[src/rtl/booth2_pkg.sv]
// Shared types and constants for the radix-4 sequential multiplier controller.
// Optional early termination is enabled by defining BOOTH2_SEQ_MUL_EARLY_TERM_EN.
package booth2_pkg;

    localparam int WIDTH1 = 16;
    localparam int STEPS  = WIDTH1 / 2;
    localparam int PP_W   = WIDTH1 + 2;

    typedef enum logic [1:0] {
        IDLE = 2'd0,
        RUN  = 2'd1,
        DONE = 2'd2
    } state_t;

    // Digit interpretation: low digits are unsigned 0..3, the top digit is signed -2..1.
    localparam logic DIGIT_UNSIGNED = 1'b0;
    localparam logic DIGIT_SIGNED   = 1'b1;

endpackage

[src/rtl/booth2_seq_mul_ctrl_pp_gen.sv]
// Combinational partial-product generator: pp = A * digit, exact at width1+2 bits.
// Interface matches the 2-bit layer so a LUT/carry-chain version can drop in later.
module booth2_pp_gen
    import booth2_pkg::*;
#(
    parameter int width1 = WIDTH1
) (
    input  logic signed [width1-1:0] a_i,
    input  logic        [1:0]        digit_i,
    input  logic                     last_step_i,
    output logic signed [width1+1:0] pp_o
);

    localparam int PPW = width1 + 2;

    logic signed [PPW-1:0] a_ext;
    logic signed [PPW-1:0] d_ext;

    always_comb begin
        a_ext = {{2{a_i[width1-1]}}, a_i};
        if (last_step_i == DIGIT_SIGNED) begin
            d_ext = {{(PPW-2){digit_i[1]}}, digit_i};
        end else begin
            d_ext = {{(PPW-2){1'b0}}, digit_i};
        end
        // |A*3| < 2^(width1+1), so truncating to PPW bits is exact
        pp_o = a_ext * d_ext;
    end

endmodule

[src/rtl/booth2_seq_mul_ctrl.sv]
// Sequential signed multiplier: walks B two bits per cycle and shift-accumulates A*digit.
// Define BOOTH2_SEQ_MUL_EARLY_TERM_EN to finish as soon as the remaining B bits are zero.
module booth2_seq_mul_ctrl
    import booth2_pkg::*;
#(
    parameter int width1 = WIDTH1
) (
    input  logic                       clk,
    input  logic                       rst_n,
    input  logic                       in_valid,
    output logic                       in_ready,
    input  logic signed [width1-1:0]   in_a,
    input  logic signed [width1-1:0]   in_b,
    output logic                       out_valid,
    input  logic                       out_ready,
    output logic signed [2*width1-1:0] out_p,
    output logic                       busy
);

    localparam int N_STEPS = width1 / 2;
    localparam int PPW     = width1 + 2;
    localparam int PW      = 2 * width1;
    localparam int CNT_W   = $clog2(N_STEPS);

    state_t                   state_q, state_d;
    logic signed [width1-1:0] a_q, a_d;
    logic signed [width1-1:0] b_q, b_d;
    logic signed [PW-1:0]     acc_q, acc_d;
    logic signed [PW-1:0]     p_q, p_d;
    logic [CNT_W-1:0]         step_q, step_d;

    logic                     last_step;
    logic                     done_now;
    logic signed [PPW-1:0]    pp;
    logic signed [PW-1:0]     term;
    logic signed [PW-1:0]     acc_sum;
    logic signed [width1-1:0] b_rest;

    // b_q is shifted right by two each step, so the current digit is always b_q[1:0]
    booth2_pp_gen #(.width1(width1)) u_pp_gen (
        .a_i         (a_q),
        .digit_i     (b_q[1:0]),
        .last_step_i (last_step),
        .pp_o        (pp)
    );

    always_comb begin
        last_step = (step_q == CNT_W'(N_STEPS - 1));
        b_rest    = b_q >>> 2;
        term      = $signed({{(PW-PPW){pp[PPW-1]}}, pp}) <<< (2 * step_q);
        acc_sum   = acc_q + term;
`ifdef BOOTH2_SEQ_MUL_EARLY_TERM_EN
        // Arithmetic shift keeps negative B nonzero, so negative B always runs every step
        done_now  = last_step || (b_rest == '0);
`else
        done_now  = last_step;
`endif
    end

    always_comb begin
        state_d = state_q;
        a_d     = a_q;
        b_d     = b_q;
        acc_d   = acc_q;
        p_d     = p_q;
        step_d  = step_q;
        unique case (state_q)
            IDLE: begin
                if (in_valid) begin
                    a_d     = in_a;
                    b_d     = in_b;
                    acc_d   = '0;
                    step_d  = '0;
                    state_d = RUN;
                end
            end
            RUN: begin
                acc_d  = acc_sum;
                b_d    = b_rest;
                step_d = step_q + CNT_W'(1);
                if (done_now) begin
                    p_d     = acc_sum;
                    state_d = DONE;
                end
            end
            DONE: begin
                if (out_ready) begin
                    state_d = IDLE;
                end
            end
            default: state_d = IDLE;
        endcase
    end

    always_ff @(posedge clk or negedge rst_n) begin
        if (!rst_n) begin
            state_q <= IDLE;
            a_q     <= '0;
            b_q     <= '0;
            acc_q   <= '0;
            p_q     <= '0;
            step_q  <= '0;
        end else begin
            state_q <= state_d;
            a_q     <= a_d;
            b_q     <= b_d;
            acc_q   <= acc_d;
            p_q     <= p_d;
            step_q  <= step_d;
        end
    end

    assign in_ready  = (state_q == IDLE);
    assign out_valid = (state_q == DONE);
    assign busy      = (state_q != IDLE);
    assign out_p     = p_q;

endmodule

[config.mk]
export PLATFORM = sky130hd
export DESIGN_NAME = booth2_seq_mul_ctrl
export DESIGN_NICKNAME = d
export VERILOG_FILES = /design/src/rtl/booth2_pkg.sv /design/src/rtl/booth2_seq_mul_ctrl_pp_gen.sv /design/src/rtl/booth2_seq_mul_ctrl.sv
export SDC_FILE = /design/constraint.sdc
export NUM_CORES = 1
export LEC_CHECK = 0
export CORE_MARGIN = 2
export CORE_UTILIZATION = 61
export CTS_CLUSTER_SIZE = 12
export DETAILED_ROUTE_END_ITERATION = 7
export PLACE_DENSITY = 0.92
export SLEW_MARGIN = 10
export SYNTH_ARGS = -nofsm -noshare
export SYNTH_HDL_FRONTEND = slang
export SYNTH_SLANG_ARGS = --single-unit
[constraint.sdc]
create_clock -name clk -period 12.6 [get_ports clk]
set_input_delay 3.15 -clock clk [delete_from_list [all_inputs] [get_ports clk]]
set_output_delay 3.15 -clock clk [all_outputs]
set_load 0.005 [all_outputs]
==> run metrics, run 1 <==
status finished, final reports clean; FF-to-FF Start step_q[2]; Vias per Instance 5.795; crit path from step_q[2]; hold_buf cts 0; Async SR Flop Fraction 100.0%; minimum clock period 10.57 ns; Critical Path Start Type flip-flop; Yosys reg bits 101; register area 0.002527 mm2; DRC errors left 0; r2r setup slk 2.03 ns; Final period util 83.91%; Ant. Diodes 0; filler cell count 1127; post-route insts no fill 1383; setup TNS 0 ns; most frequent cells in the layout nand2_1 (184), inv_1 (134), dfrtp_1 (101); Post-Syn Area 0.009567 mm2; RD Place Congestion 0.9400; Final Skew 0.01252 ns; Hold Path Origin out_p[24]; CP max-delay cell dfrtp_1; Max Clk Rate 94.59 MHz; GRT Total Usage 28.43%; Layout area overhead 12.08%; vias 8014; CTS tree yes; Multi-input gate area 0.006372 mm2; post-route ant nets 0; die height 129.2 um; HP Class reg -> reg; Worst Path Class, Setup reg -> reg; max_slew headroom 26.93%; Avg WL per Cell 16.03 um; Req. time, crit path 12.86 ns; total gr overflow 0; Top FF cell, synth dfrtp_1; RSZ-0062 raised after global routing no; CP endpoint kind flip-flop; area of the core 0.01526 mm2; io pins 71; YS warnings 0; Clock Pin Slew Worst Setup and Hold Paths 0.08 ns; row cnt 45; CP peak stage delay 0.95 ns; Pins Over Slew Limit 0; Setup violations, final 0; clk root buf clkbuf_16; R2R cell count 32; post-CTS setup buffers 0; clk_lat worst skew 0.36 ns; share of layout cells above drive strength 1 3.584%; post-synthesis sequential area ratio 26.42%; actual slew at the worst max-slew pin 1.092 ns; Syn Inst Count 1124; RR Endpoint out_p[31]; CTS buffer count 9; library cells used by synthesis 60; initial antenna violation count 0; cell repeated most along the worst path fa_1; First-pass DRT Iterations 5; Initial Util 62.70%; max_cap viols 0; die area 0.01670 mm2; Clock Sinks 101; placed instance count 1367; H-tree depth 3; nets 1362; DR iter-0 viols 607; Avg Inst Size Synth 8.511 um2; commonest non-fill, non-tap cell in the layout nand2_1; Post-synth EDFFs 0; crit path DAT 10.83 ns; Post-Route WL 22.17 mm; final number of hold-violating endpoints 0; post-CTS sizing 0; delay-heaviest family, CP adder cells; CTS max path bufs 2; IO buf count 70; Net Count, Synth 1319; Crit Path Max Fanout 33; detailed placement HPWL 16.67 mm; CP Buf/Inv Count 4; vias in the first global route 8186; hold endpoint out_p[24]; largest net degree at the start of global routing 80; die width 129.2 um; first-pass GRT wire length 38.18 mm; depth of the worst hold-timing path 2
[synth_stat cells, drive strengths merged, types with 6 or more instances]
| cell type | count | area, um2 |
|---|---|---|
| inv | 135 | 506.7 |
| nand2 | 185 | 694.4 |
| ha | 91 | 1139 |
| or3 | 6 | 37.54 |
| nand3 | 36 | 185.2 |
| o31ai | 7 | 57.55 |
| mux2i | 15 | 150.1 |
| xor2 | 21 | 183.9 |
| mux2 | 7 | 82.57 |
| o211ai | 7 | 57.55 |
| nor3 | 11 | 55.05 |
| nand2b | 9 | 56.30 |
| o21ai | 101 | 505.5 |
| a31oi | 24 | 150.1 |
| nor2 | 52 | 195.2 |
| xnor2 | 39 | 341.6 |
| a211oi | 7 | 52.55 |
| o21a | 9 | 67.56 |
| o22ai | 6 | 37.54 |
| clkbuf | 39 | 146.4 |
| dfrtp | 101 | 2527 |
| and3 | 8 | 50.05 |
| a21oi | 45 | 229.0 |
| a21o | 15 | 112.6 |
| fa | 68 | 1361 |
| and2 | 29 | 181.4 |
[area by class of cell]
| cell class | count | area share [%] |
|---|---|---|
| clock buffers | 11 | 2.264 |
| well taps | 211 | 2.462 |
| multi-input cells | 844 | 59.43 |
| inverters | 135 | 4.726 |
| clock inverters | 5 | 0.6184 |
| flip-flops and latches | 101 | 23.57 |
| repair buffers | 76 | 6.931 |
[registers in the layout, summed over array words and instances (netlist names)]
register,count
b_q,16
a_q,16
state_q,2
acc_q,32
step_q,3
out_p,32
[per-stage QoR]
stage	instance area, um2	utilization [%]	hold slack (ns)	worst slack, ns
6_report	10720	70.27	0.4812	2.028
5_1_grt	10720	70.27	0.5101	1.318
4_1_cts	10720	70.27	0.4853	2.160
3_5_place_dp	10410	68.25	0.4694	2.286
3_3_place_gp	10410	68.25	0.4636	2.844
2_1_floorplan	9567	-	0.4467	3.672
[cell families after synthesis]
group,synth area share (%)
flip-flops,26.42
multiplexers,2.433
AO/OA/AOI/OAI,15.54
AND/OR/NAND/NOR,16.54
XOR/XNOR,5.493
buffers and inverters,7.023
adder cells (fa/ha/maj),26.55
[tightest hold or removal path, delay by kind of cell, from the launching register on]
kind,cells,cell delay (ns)
AND/OR/NAND/NOR,1,0.04
AO/OA/AOI/OAI,1,0.06
flip-flops,1,0.34
[layer usage]
layer | share of wire [%] | global-route usage (%) | vias up
met4 | 2.3 | 9.335 | 0
met3 | 4.5 | 3.551 | 45
met5 | 0 | 0 | -
li1 | - | - | 3837
met2 | 50 | 48.92 | 255
met1 | 43 | 37.57 | 3877
[how the worst max path moves through the flow]
stage	slack (ns)	cells after the start	to
detailed placement	2.29	33	out_p[31]
finish	2.03	32	out_p[31]
global placement	2.84	33	out_p[31]
floorplan	3.67	37	out_p[31]
global route	1.32	33	out_p[31]
CTS	2.16	33	out_p[31]
Power of run 1 is left out: the tool's default activity adds up to more than one toggle a clock period on the data nets, which glitch-free logic cannot reach.
==> run 2: changes to the inputs <==
==> constraint.sdc (replaced) <==
create_clock -name clk -period 10.81 [get_ports clk]
set_input_delay 2.7025 -clock clk [delete_from_list [all_inputs] [get_ports clk]]
set_output_delay 2.7025 -clock clk [all_outputs]
set_load 0.005 [all_outputs]
==> run 2 against run 1 <==
Against the previous run: routed wire length up 2.4%; critical path depth up 2; global-route usage is 0.64 points higher; sequential share of layout area is essentially flat; register-to-register slack worse by 1.2 ns; via count is 1.2% higher; core utilization up 0.11 points; clock-buffer cell count fell by 2.
==> run metrics, run 2 (synthesis results as in run 1) <==
Pins Over Slew Limit 0 (unchanged); Final period util 92.00% (+8.1 points); DRC errors left 0 (unchanged); HP Class reg -> reg; CP peak stage delay 0.69 ns (-0.26 ns); Avg WL per Cell 16.40 um (+2.3%); largest net degree at the start of global routing 80 (unchanged); Crit Path Max Fanout 16 (-52%); max_slew headroom 26.77% (-0.16 points); post-CTS sizing 0 (unchanged); Post-Route WL 22.70 mm (+2.4%); Ant. Diodes 0 (unchanged); Hold Path Origin out_p[27]; post-route ant nets 0 (unchanged); Req. time, crit path 11.07 ns (-1.79 ns); crit path from step_q[0]; final number of hold-violating endpoints 0 (unchanged); vias in the first global route 8391 (+2.5%); max_cap viols 0 (unchanged); IO buf count 70 (unchanged); DR iter-0 viols 716 (+18%); clk root buf clkbuf_16; post-CTS setup buffers 0 (unchanged); Worst Path Class, Setup reg -> reg; RD Place Congestion 0.9444 (+0.47%); initial antenna violation count 0 (unchanged); CTS buffer count 9 (unchanged); die height 129.2 um (unchanged); most frequent cells in the layout nand2_1 (184), inv_1 (134), o21ai_0 (100), dfrtp_1 (100), ha_1 (91); die width 129.2 um (unchanged); Vias per Instance 5.861 (+1.1%); io pins 71 (unchanged); vias 8111 (+1.2%); nets 1363 (+0.073%); FF-to-FF Start step_q[0]; total gr overflow 0 (unchanged); crit path DAT 10.20 ns (-0.63 ns); Critical Path Start Type flip-flop; H-tree depth 3 (unchanged); minimum clock period 9.945 ns (-0.6276 ns); CP max-delay cell fa_1; CP endpoint kind flip-flop; First-pass DRT Iterations 6 (+1); cell repeated most along the worst path fa_1; RSZ-0062 raised after global routing no; setup ws final 0.8652 ns (-1.162 ns); actual slew at the worst max-slew pin 1.095 ns (+0.002323 ns); die area 0.01670 mm2 (unchanged); Layout area overhead 12.25%; Clock Pin Slew Worst Setup and Hold Paths 0.07 ns (about the same); area of the core 0.01526 mm2 (unchanged); Clock Sinks 101 (unchanged); setup TNS 0 ns (unchanged); clk_lat worst skew 0.36 ns (about the same); detailed placement HPWL 17.04 mm (+2.2%); Final Skew 0.008789 ns (-0.003730 ns); share of layout cells above drive strength 1 4.007% (+0.42 points); Initial Util 62.70% (unchanged); row cnt 45 (unchanged); hold_buf cts 0 (unchanged); status finished, final reports clean; commonest non-fill, non-tap cell in the layout nand2_1; CTS max path bufs 2 (unchanged); Setup violations, final 0 (unchanged); first-pass GRT wire length 38.81 mm (+1.6%); Max Clk Rate 100.6 MHz (+6.3%); Place WS 0.5303 ns (-1.756 ns); CTS tree yes; GRT Total Usage 29.07% (+0.64 points)
-- run 2: changes by cell type in the layout (fill, tap and decap cells not counted), sizes merged --
cell,change
inv,-1
clkbuf,-2
clkinv,+3
buf,+1
-- run 2: final cells by class --
class | instances | area [um2]
clock buffer | 9 | 225.2
clock inverter | 7 | 82.58
fill | 1107 | 4519
inverter | 135 | 506.7
multi-input combinational | 844 | 6381
sequential | 101 | 2529
tap | 211 | 264.0
timing repair buffer | 77 | 750.7
-- run 2: path summary, 6_finish.rpt --
path	to	depth (start not counted)	slack, ns
worst max-delay path	out_p[31]	34	0.87
worst max register to register	out_p[31]	34	0.87
max in group asynchronous	step_q[1]	2	7.21
worst min register to register	out_p[27]	2	0.49
min in group asynchronous	acc_q[25]	1	2.24
worst min-delay path	out_p[27]	2	0.49
-- run 2: critical path, delay by kind of cell, from the launching register on --
family | cells | cell delay (ns)
buffers and inverters | 4 | 0.27
XOR/XNOR | 3 | 0.79
multiplexers | 2 | 0.56
adder cells (fa/ha/maj) | 9 | 4.14
AND/OR/NAND/NOR | 10 | 1.93
AO/OA/AOI/OAI | 6 | 1.45
flip-flops | 1 | 0.67
-- run 2: per-stage QoR --
step / utilization, % / hold WS, ns / instance area, um2 / std cells
after global placement: 68.30 / 0.4643 / 10420 / 1368
after CTS: 70.32 / 0.4893 / 10730 / 1384
after global routing: 70.38 / 0.5168 / 10740 / 1384
after floorplan: - / 0.4467 / 9567 / 1124
after detailed placement: 68.30 / 0.4725 / 10420 / 1368
final: 70.38 / 0.4914 / 10740 / 1384
-- run 2: per-layer routing --
metal,wire [um],global-route usage (%)
met3,1356,5.161
met1,9329,36.43
met2,11300,49.60
met5,0,0
met4,710,12.72
Power of run 2 is left out for the same reason.
==> run 3: changes to the inputs <==
--- a/config.mk
+++ b/config.mk
@@ -5,7 +5,7 @@
 export SDC_FILE = /design/constraint.sdc
 export NUM_CORES = 1
 export LEC_CHECK = 0
-export CORE_MARGIN = 2
+export CORE_MARGIN = 8
 export CORE_UTILIZATION = 61
 export CTS_CLUSTER_SIZE = 12
 export DETAILED_ROUTE_END_ITERATION = 7
==> run 3 against run 2 <==
Against the previous run: clock-buffer cell count rose by 4; routed wire length rose by 2.0%; flip-flop and latch count did not move; critical path type unchanged; critical path depth did not move; worst setup slack got worse by 0.28 ns.
==> run metrics, run 3 (synthesis results as in run 1) <==
first-pass GRT wire length 39.27 mm (+1.2%); CTS tree yes; setup TNS 0 ns (unchanged); vias 8046 (-0.80%); Ant. Diodes 0 (unchanged); minimum clock period 10.22 ns (+0.2768 ns); Final period util 94.56% (+2.6 points); Layout area overhead 12.11%; RSZ-0062 raised after global routing no; most frequent cells in the layout nand2_1 (184), inv_1 (134), o21ai_0 (100), dfrtp_1 (100), ha_1 (91); vias in the first global route 8289 (-1.2%); share of layout cells above drive strength 1 3.666% (-0.34 points); Max Clk Rate 97.83 MHz (-2.7%); die area 0.01995 mm2 (+19%); RD Place Congestion 0.9362 (-0.87%); total gr overflow 0 (unchanged); Critical Path Start Type flip-flop; die width 141.2 um (+9.3%); actual slew at the worst max-slew pin 1.034 ns (-0.06027 ns); Final Skew 0.005584 ns (-0.003205 ns); CTS max path bufs 2 (unchanged); clk_lat worst skew 0.36 ns (about the same); H-tree depth 3 (unchanged); CP endpoint kind flip-flop; CP peak stage delay 0.86 ns (+0.17 ns); IO buf count 70 (unchanged); commonest non-fill, non-tap cell in the layout nand2_1; Clock Pin Slew Worst Setup and Hold Paths 0.07 ns (about the same); crit path DAT 10.48 ns (+0.28 ns); Req. time, crit path 11.07 ns (about the same); initial antenna violation count 0 (unchanged); HP Class reg -> reg; nets 1363 (unchanged); max_cap viols 0 (unchanged); hold_buf cts 0 (unchanged); clk root buf clkbuf_16; die height 141.2 um (+9.3%); max_slew headroom 30.81% (+4.0 points); R2R cell count 34 (unchanged); row cnt 45 (unchanged); cell repeated most along the worst path fa_1; depth of the worst hold-timing path 2 (unchanged); Post-Route WL 23.15 mm (+2.0%); area of the core 0.01526 mm2 (unchanged); Initial Util 62.70% (unchanged); Setup violations, final 0 (unchanged); io pins 71 (unchanged); Clock Sinks 101 (unchanged); DRC errors left 0 (unchanged); status finished, final reports clean; post-route ant nets 0 (unchanged); detailed placement HPWL 17.36 mm (+1.8%); final number of hold-violating endpoints 0 (unchanged); Worst Path Class, Setup reg -> reg; First-pass DRT Iterations 6 (unchanged); r2r setup slk 0.59 ns (-0.28 ns); Vias per Instance 5.814 (-0.80%); CP max-delay cell fa_1; GRT Total Usage 24.16% (-4.9 points); DR iter-0 viols 579 (-19%); post-CTS setup buffers 0 (unchanged); Pins Over Slew Limit 0 (unchanged); CTS buffer count 9 (unchanged); largest net degree at the start of global routing 80 (unchanged); Crit Path Max Fanout 16 (unchanged); Avg WL per Cell 16.72 um (+2.0%)
[run 3: cell type report]
class / instances / area [um2]
fillers: 1073 / 4533
flip-flops and latches: 101 / 2529
clock buffers: 13 / 250.2
inverters: 135 / 506.7
multi-input cells: 844 / 6380
clock inverters: 3 / 45.04
repair buffers: 77 / 750.7
well taps: 211 / 264.0
[run 3: worst max-delay path, delay by kind of cell (launching register included)]
kind,cells,cell delay [ns]
AOI/OAI and AO/OA,6,1.41
xor gates and xnor gates,3,0.59
adders and majority gates,9,4.36
buffers and inverters,4,0.28
DFF,1,0.65
muxes,2,0.52
and+or+nand+nor,10,2.27
[run 3: per-stage QoR]
stage                     setup WS [ns]  util, %  cell area (um2)  hold slack, ns  cells
final                            0.5883    70.29            10730          0.4805   1384
after floorplan                   1.882        -             9567          0.4467   1124
after global routing            0.08820    70.29            10730          0.5106   1384
after detailed placement         0.7343    68.30            10420          0.4725   1368
after CTS                        0.5219    70.23            10720          0.4872   1384
after global placement            1.096    68.30            10420          0.4619   1368
[run 3: routing by layer]
layer,part of all wire [%],vias up,GRT usage [%]
met3,6.2,66,4.659
li1,-,3828,-
met4,3.2,0,11.03
met5,0,-,0
met1,41,3846,28.79
met2,49,306,41.55
[run 3: final timing paths]
| check | to | startpoint |
|---|---|---|
| max reg2reg | out_p[31] | step_q[0] |
| min | out_p[21] | out_p[21] |
| min reg2reg | out_p[21] | out_p[21] |
| max in group asynchronous | step_q[1] | rst_n |
| max | out_p[31] | step_q[0] |
| min in group asynchronous | out_p[25] | rst_n |
[run 3: what timing repair did]
action	CTS	global route
setup endpoints to repair	0	7
resized for setup	0	2
hold endpoints to repair	0	0
Power of run 3 is left out for the same reason.
